### src/rtl/keccak_pkg.sv
// Shared constants, mode lookups and FSM state type for the Keccak absorb-side padder.
package keccak_pkg;

    localparam int unsigned W         = 64;
    localparam int unsigned MAX_RATE  = 1344;
    localparam int unsigned MAX_WORDS = MAX_RATE / W;

    localparam logic [1:0] MODE_SHAKE128 = 2'b00;
    localparam logic [1:0] MODE_SHAKE256 = 2'b01;
    localparam logic [1:0] MODE_SHA3_256 = 2'b10;
    localparam logic [1:0] MODE_SHA3_512 = 2'b11;

    localparam logic [7:0] DOMAIN_SHAKE = 8'h1F;
    localparam logic [7:0] DOMAIN_SHA3  = 8'h06;
    localparam logic [7:0] PAD_END      = 8'h80;

    typedef enum logic [1:0] {IDLE, ABSORB, FULL} state_t;

    function automatic logic [4:0] rate_words(input logic [1:0] mode);
        logic [4:0] r;
        case (mode)
            MODE_SHAKE128: r = 5'd21;
            MODE_SHAKE256: r = 5'd17;
            MODE_SHA3_256: r = 5'd17;
            default:       r = 5'd9;
        endcase
        return r;
    endfunction

    function automatic logic [7:0] domain_byte(input logic [1:0] mode);
        return mode[1] ? DOMAIN_SHA3 : DOMAIN_SHAKE;
    endfunction

endpackage

### src/rtl/keccak_pad_word.sv
// Pads the final message word: keeps byte_num bytes, ORs in the domain byte and,
// when the word is the block's last slot, the closing 0x80.
module keccak_pad_word
    import keccak_pkg::*;
(
    input  logic [W-1:0] i_word,
    input  logic [2:0]   i_byte_num,
    input  logic [7:0]   i_domain,
    input  logic         i_end,
    output logic [W-1:0] o_word
);

    always_comb begin
        o_word = '0;
        for (int j = 0; j < 8; j++) begin
            if (3'(j) < i_byte_num) begin
                o_word[8*j +: 8] = i_word[8*j +: 8];
            end else if (3'(j) == i_byte_num) begin
                o_word[8*j +: 8] = i_domain;
            end
        end
        if (i_end) begin
            o_word[W-1 -: 8] = o_word[W-1 -: 8] | PAD_END;
        end
    end

endmodule

### src/rtl/keccak_padder_dilithium.sv
// Collects 64-bit words into one rate-sized block, applies FIPS-202 padding and
// holds the block on a 1344-bit bus until the permutation acknowledges it.
module keccak_padder_dilithium
    import keccak_pkg::*;
(
    input  logic                i_clk,
    input  logic                i_rst_n,
    input  logic [W-1:0]        i_in,
    input  logic                i_in_valid,
    input  logic                i_is_last,
    input  logic [2:0]          i_byte_num,
    input  logic [1:0]          i_mode,
    output logic                o_in_ready,
    output logic [MAX_RATE-1:0] o_out,
    output logic                o_out_ready,
    output logic                o_out_last,
    input  logic                i_ack,
    output logic                o_busy
);

    state_t     r_state;
    logic [4:0] r_cnt;
    logic [1:0] r_mode;
    logic       r_in_ready;
    logic       r_out_ready;
    logic       r_out_last;
    logic       r_busy;
    logic [W-1:0] r_buf [MAX_WORDS];

    logic [1:0]   w_mode;
    logic [4:0]   w_rate;
    logic [4:0]   w_slot;
    logic [4:0]   w_end_slot;
    logic         w_at_end;
    logic         w_accept;
    logic         w_block_done;
    logic [W-1:0] w_pad;

    // Mode is taken live only on the first word; afterwards the latched copy rules.
    assign w_mode       = (r_state == IDLE) ? i_mode : r_mode;
    assign w_rate       = rate_words(w_mode);
    assign w_slot       = (r_state == IDLE) ? 5'd0 : r_cnt;
    assign w_end_slot   = w_rate - 5'd1;
    assign w_at_end     = (w_slot == w_end_slot);
    assign w_accept     = i_in_valid && r_in_ready && (r_state != FULL);
    assign w_block_done = i_is_last || w_at_end;

    keccak_pad_word u_pad_word (
        .i_word     (i_in),
        .i_byte_num (i_byte_num),
        .i_domain   (domain_byte(w_mode)),
        .i_end      (w_at_end),
        .o_word     (w_pad)
    );

    always_ff @(posedge i_clk or negedge i_rst_n) begin
        if (!i_rst_n) begin
            r_state     <= IDLE;
            r_cnt       <= 5'd0;
            r_mode      <= MODE_SHAKE128;
            r_in_ready  <= 1'b0;
            r_out_ready <= 1'b0;
            r_out_last  <= 1'b0;
            r_busy      <= 1'b0;
            for (int i = 0; i < MAX_WORDS; i++) begin
                r_buf[i] <= '0;
            end
        end else begin
            case (r_state)
                IDLE, ABSORB: begin
                    if (w_accept) begin
                        if (r_state == IDLE) begin
                            r_mode <= i_mode;
                        end
                        r_cnt  <= w_slot + 5'd1;
                        r_busy <= 1'b1;
                        if (i_is_last) begin
                            r_buf[w_slot] <= w_pad;
                            if (!w_at_end) begin
                                r_buf[w_end_slot] <= {PAD_END, 56'h0};
                            end
                        end else begin
                            r_buf[w_slot] <= i_in;
                        end
                        if (w_block_done) begin
                            r_state     <= FULL;
                            r_in_ready  <= 1'b0;
                            r_out_ready <= 1'b1;
                            r_out_last  <= i_is_last;
                        end else begin
                            r_state    <= ABSORB;
                            r_in_ready <= 1'b1;
                        end
                    end else begin
                        r_in_ready <= 1'b1;
                    end
                end
                FULL: begin
                    if (i_ack) begin
                        for (int i = 0; i < MAX_WORDS; i++) begin
                            r_buf[i] <= '0;
                        end
                        r_cnt       <= 5'd0;
                        r_in_ready  <= 1'b1;
                        r_out_ready <= 1'b0;
                        r_out_last  <= 1'b0;
                        r_state     <= r_out_last ? IDLE : ABSORB;
                        r_busy      <= !r_out_last;
                    end
                end
                default: begin
                    r_state <= IDLE;
                end
            endcase
        end
    end

    always_comb begin
        o_out = '0;
        for (int i = 0; i < MAX_WORDS; i++) begin
            o_out[MAX_RATE-1-W*i -: W] = r_buf[i];
        end
    end

    assign o_in_ready  = r_in_ready;
    assign o_out_ready = r_out_ready;
    assign o_out_last  = r_out_last;
    assign o_busy      = r_busy;

endmodule

### config.mk
export PLATFORM = sky130hd
export DESIGN_NAME = keccak_padder_dilithium
export DESIGN_NICKNAME = d
export VERILOG_FILES = /design/src/rtl/keccak_pkg.sv /design/src/rtl/keccak_pad_word.sv /design/src/rtl/keccak_padder_dilithium.sv
export SDC_FILE = /design/constraint.sdc
export NUM_CORES = 2
export LEC_CHECK = 0
export ABC_AREA = 0
export CAP_MARGIN = 20
export CORE_AREA = 4 4 553 555
export DETAILED_ROUTE_END_ITERATION = 6
export DIE_AREA = 0 0 557 559
export DONT_BUFFER_PORTS = 1
export GPL_TIMING_DRIVEN = 0
export PLACE_DENSITY = 0.38
export SLEW_MARGIN = 20
export SYNTH_ARGS = -nofsm -noshare
export SYNTH_HDL_FRONTEND = slang
export SYNTH_SLANG_ARGS = --single-unit
export TNS_END_PERCENT = 30
### constraint.sdc
create_clock -name i_clk -period 5.3 [get_ports i_clk]
set_input_delay 0.53 -clock i_clk [delete_from_list [all_inputs] [get_ports i_clk]]
set_output_delay 0.53 -clock i_clk [all_outputs]
set_load 0.02 [all_outputs]
==> results_dict.tcl <==
set metrics [dict create \
    setup_slack_ns -0.0122 \
    syn_avg_cell_area_sq_um 10.5 \
    layout.nets 5396 \
    viasPerCell 4.96 \
    die-area_sq_um 311000 \
    antenna_found_initial 88 \
    tritoncts "done" \
    synth_warnings 0 \
    worstPathRequired_ns 6.06 \
    first_global_vias 45300 \
    setup_viol 2 \
    hpwl_mm 307 \
    critPathKind "register to register" \
    core_area_sq_um 302000 \
    status "finished with violations" \
    synth-compound-area-share_pct 17.8 \
    cp-startpoint "r_state[1]$_DFFE_PN0P_" \
    cts_root_buf "clkbuf_16" \
    crit_arrival_ns 6.07 \
    netlist_instances 5004 \
    multiInputGateArea_sq_um 16700 \
    async_flop_share_pct 100 \
    maxCapViolCount 0 \
    synth_top_family_by_area "compound AO/OA/AOI/OAI gates" \
    wl_per_cell_microns 41.5 \
    slew_headroom_pct 20.0 \
    finalSetupTns_ns -0.0228 \
    grt_first_pass_wirelength_mm 500 \
    p_leak_nw 28.4 \
    failed_checks "negative setup slack" \
    die_w_microns 557 \
    grt_max_degree 169 \
    syn-num-nets 5085 \
    whs_ns 0.0755 \
    numClockSinks 1357 \
    timing.rr.start "r_state[1]$_DFFE_PN0P_" \
    clk_pin_slew_ns 0.07 \
    wl_mm 393 \
    drtAntennaViolNets 0 \
    pin_count 1422 \
    synthXorXnorAreaFrac_pct 0.0335 \
    fillCellCount 32800 \
    synthMuxAreaShare_pct 0.196 \
    drtIter0Drc 5117 \
    htree_levels 4 \
    cp_max_fo 11 \
    syn2layout_area_growth_pct 25.5 \
    initial_core_util_pct 17.4 \
    ys_top_cells_by_area "dfrtp_1, o21ai_0, nand3_1" \
    grt.total_usage_pct 24.3 \
    final-hold-violation-count 0 \
    place.gp.congestion 0.914 \
    yosys.area.top_type "dfrtp_1" \
    drc 0 \
    drtPass1Iterations 6 \
    yosysMostFrequentCell "dfrtp_1" \
    synth-main-ff-cell "dfrtp_1" \
    clk_latency_ns 0.86 \
    peakVddDrop_mv 0.284 \
    seq_area_sq_um 34000 \
    drive_above_1_share_pct 10.8 \
    fmax_mhz 188 \
    yosys-top-cells-count "dfrtp_1, o21ai_0, nand3_1" \
    vias 47000 \
    clock_path_buffers 4 \
    yosysSeqAreaShare_pct 64.9 \
    synth.top_cell.area_share_pct 64.9 \
    hp-start "i_in[26]" \
    num_rows 202 \
    io_buffers 0 \
    rsz0062_at_grt "false" \
    worstMarginPinSlew_ns 1.20 \
    worstHoldPathType "input pin to register" \
    tritoncts.num_buffers 167 \
    overflow 0 \
    synth_fa_ha_area_share_pct 0.167 \
    finalClockSkew_ns 0.0426 \
    finish.utilization_pct 21.8 \
    die_h_microns 559 \
    fin_crit_sh_pct 100 \
    synthSimpleGateAreaFrac_pct 13.2 \
    ys_types 77 \
    synth_edf_count 0 \
    synth_area_sq_um 52300 \
    cp-start-kind "register" \
    yosys_register_bits 1357 \
    crit_path_end_kind "register" \
    p_per_area_nw_per_um2 461 \
    maxSlewViolCount 0 \
    min_period_ns 5.31 \
]
[cell families (layout without fill, tap and decap cells)]
| group | Yosys count | in the layout |
|---|---|---|
| buffers and inverters | 489 | 925 |
| adders and majority gates | 7 | 7 |
| and+or+nand+nor | 1520 | 1520 |
| muxes | 10 | 10 |
| AOI/OAI and AO/OA | 1619 | 1619 |
| other | 0 | 54 |
| DFF | 1357 | 1357 |
| xor gates and xnor gates | 2 | 2 |
[power breakdown]
group          total [mW]  switching [mW]  internal (mW)
Clock                11.9            5.05           6.85
Sequential           13.4            2.27           11.2
Combinational        4.88            3.88           1.00
[area by class of cell]
cell class,count,share of cell area (%)
plain buffers,476,3.11
repair buffers,142,3.49
diodes,54,0.206
clock buffers,234,7.33
well taps,3978,7.58
multi-input cells,3158,25.4
flip-flops and latches,1357,51.7
inverters,13,0.0743
clock inverters,60,1.07
[per-layer routing]
metal  vias to the layer above  global-route usage [%]  part of all wire [%]  routed length, microns
li1                      18400                       -                     -                       -
met1                     24600                    28.6                    38                  148000
met2                      3260                    37.0                    43                  171000
met3                       728                    11.8                    13                   52300
met4                        12                    11.2                   5.6                   22000
met5                         -                       0                 0.020                      78
[flip-flops by register name, indices dropped and copies added, names as in the netlist]
register / count
o_in_ready: 1
r_cnt: 5
r_mode: 2
o_out_ready: 1
o_busy: 1
o_out_last: 1
o_out: 1344
r_state: 2
[layout by cell type (no fill, tap or decap), types with 8 or more instances in the layout]
cell type         n
clkbuf_8         34
nand2_2          12
o2bb2ai_1        14
buf_16           24
nor2_1           99
dlygate4sd3_1    61
diode_2          54
buf_8            10
dfrtp_1        1357
nor2_2            8
and3_1            9
buf_6            13
buf_1            52
bufinv_16        10
a221o_1          22
nand2b_1         11
and2_1            9
o21ai_1          71
clkbuf_1        290
a211oi_1         21
a22o_1          102
a21oi_1         122
nand2_1         585
or2_2             8
nand3_1         718
a32o_1           42
o21ai_0        1088
a31oi_1          15
o211ai_1         14
inv_1            12
buf_12           39
clkbuf_16       169
clkinv_2         24
nor3_1           13
o31ai_1          10
clkbuf_2         78
buf_2            77
a21o_1           27
[path summary, 6_finish.rpt]
kind,end,slack (ns),cells past startpoint
max,o_out[783]$_DFFE_PN0P_,-0.01,12
min,o_out[858]$_DFFE_PN0P_,0.08,2
max reg2reg,o_out[783]$_DFFE_PN0P_,-0.01,12
min reg2reg,r_mode[0]$_DFFE_PN0P_,0.51,2
max in group asynchronous,o_out[145]$_DFFE_PN0P_,2.07,5
min in group asynchronous,o_out[547]$_DFFE_PN0P_,0.41,2
[repair_timing]
action                                  in CTS  in global routing
gates resized for setup                      1                  1
setup buffers                                0                  0
endpoints found under the setup margin      19                  3
hold buffers                                62                  0
hold endpoints to repair                   792                  0
[through the flow]
step	worst slack, ns	instance area [sq um]	power, mW	cells
2_1_floorplan	2.20	52300	14.7	5004
3_3_place_gp	-2.41	57300	17.9	8982
3_5_place_dp	-0.102	59300	18.4	9061
4_1_cts	0.194	65500	30.5	9417
5_1_grt	0.106	65500	31.2	9428
6_report	-0.0122	65600	30.2	9472
[critical path, stage by stage, from the launching register on]
cell	delay, ns
dfrtp_1	0.40
buf_2	0.21
o21a_1	0.25
a21oi_1	0.52
buf_2	0.44
ha_1	0.22
clkbuf_1	0.31
xor2_1	0.19
o41ai_4	0.93
nor2_2	0.36
o31ai_4	0.83
buf_6	0.35
a22o_1	0.20
Note: power is estimated with default switching activity, not from simulation.
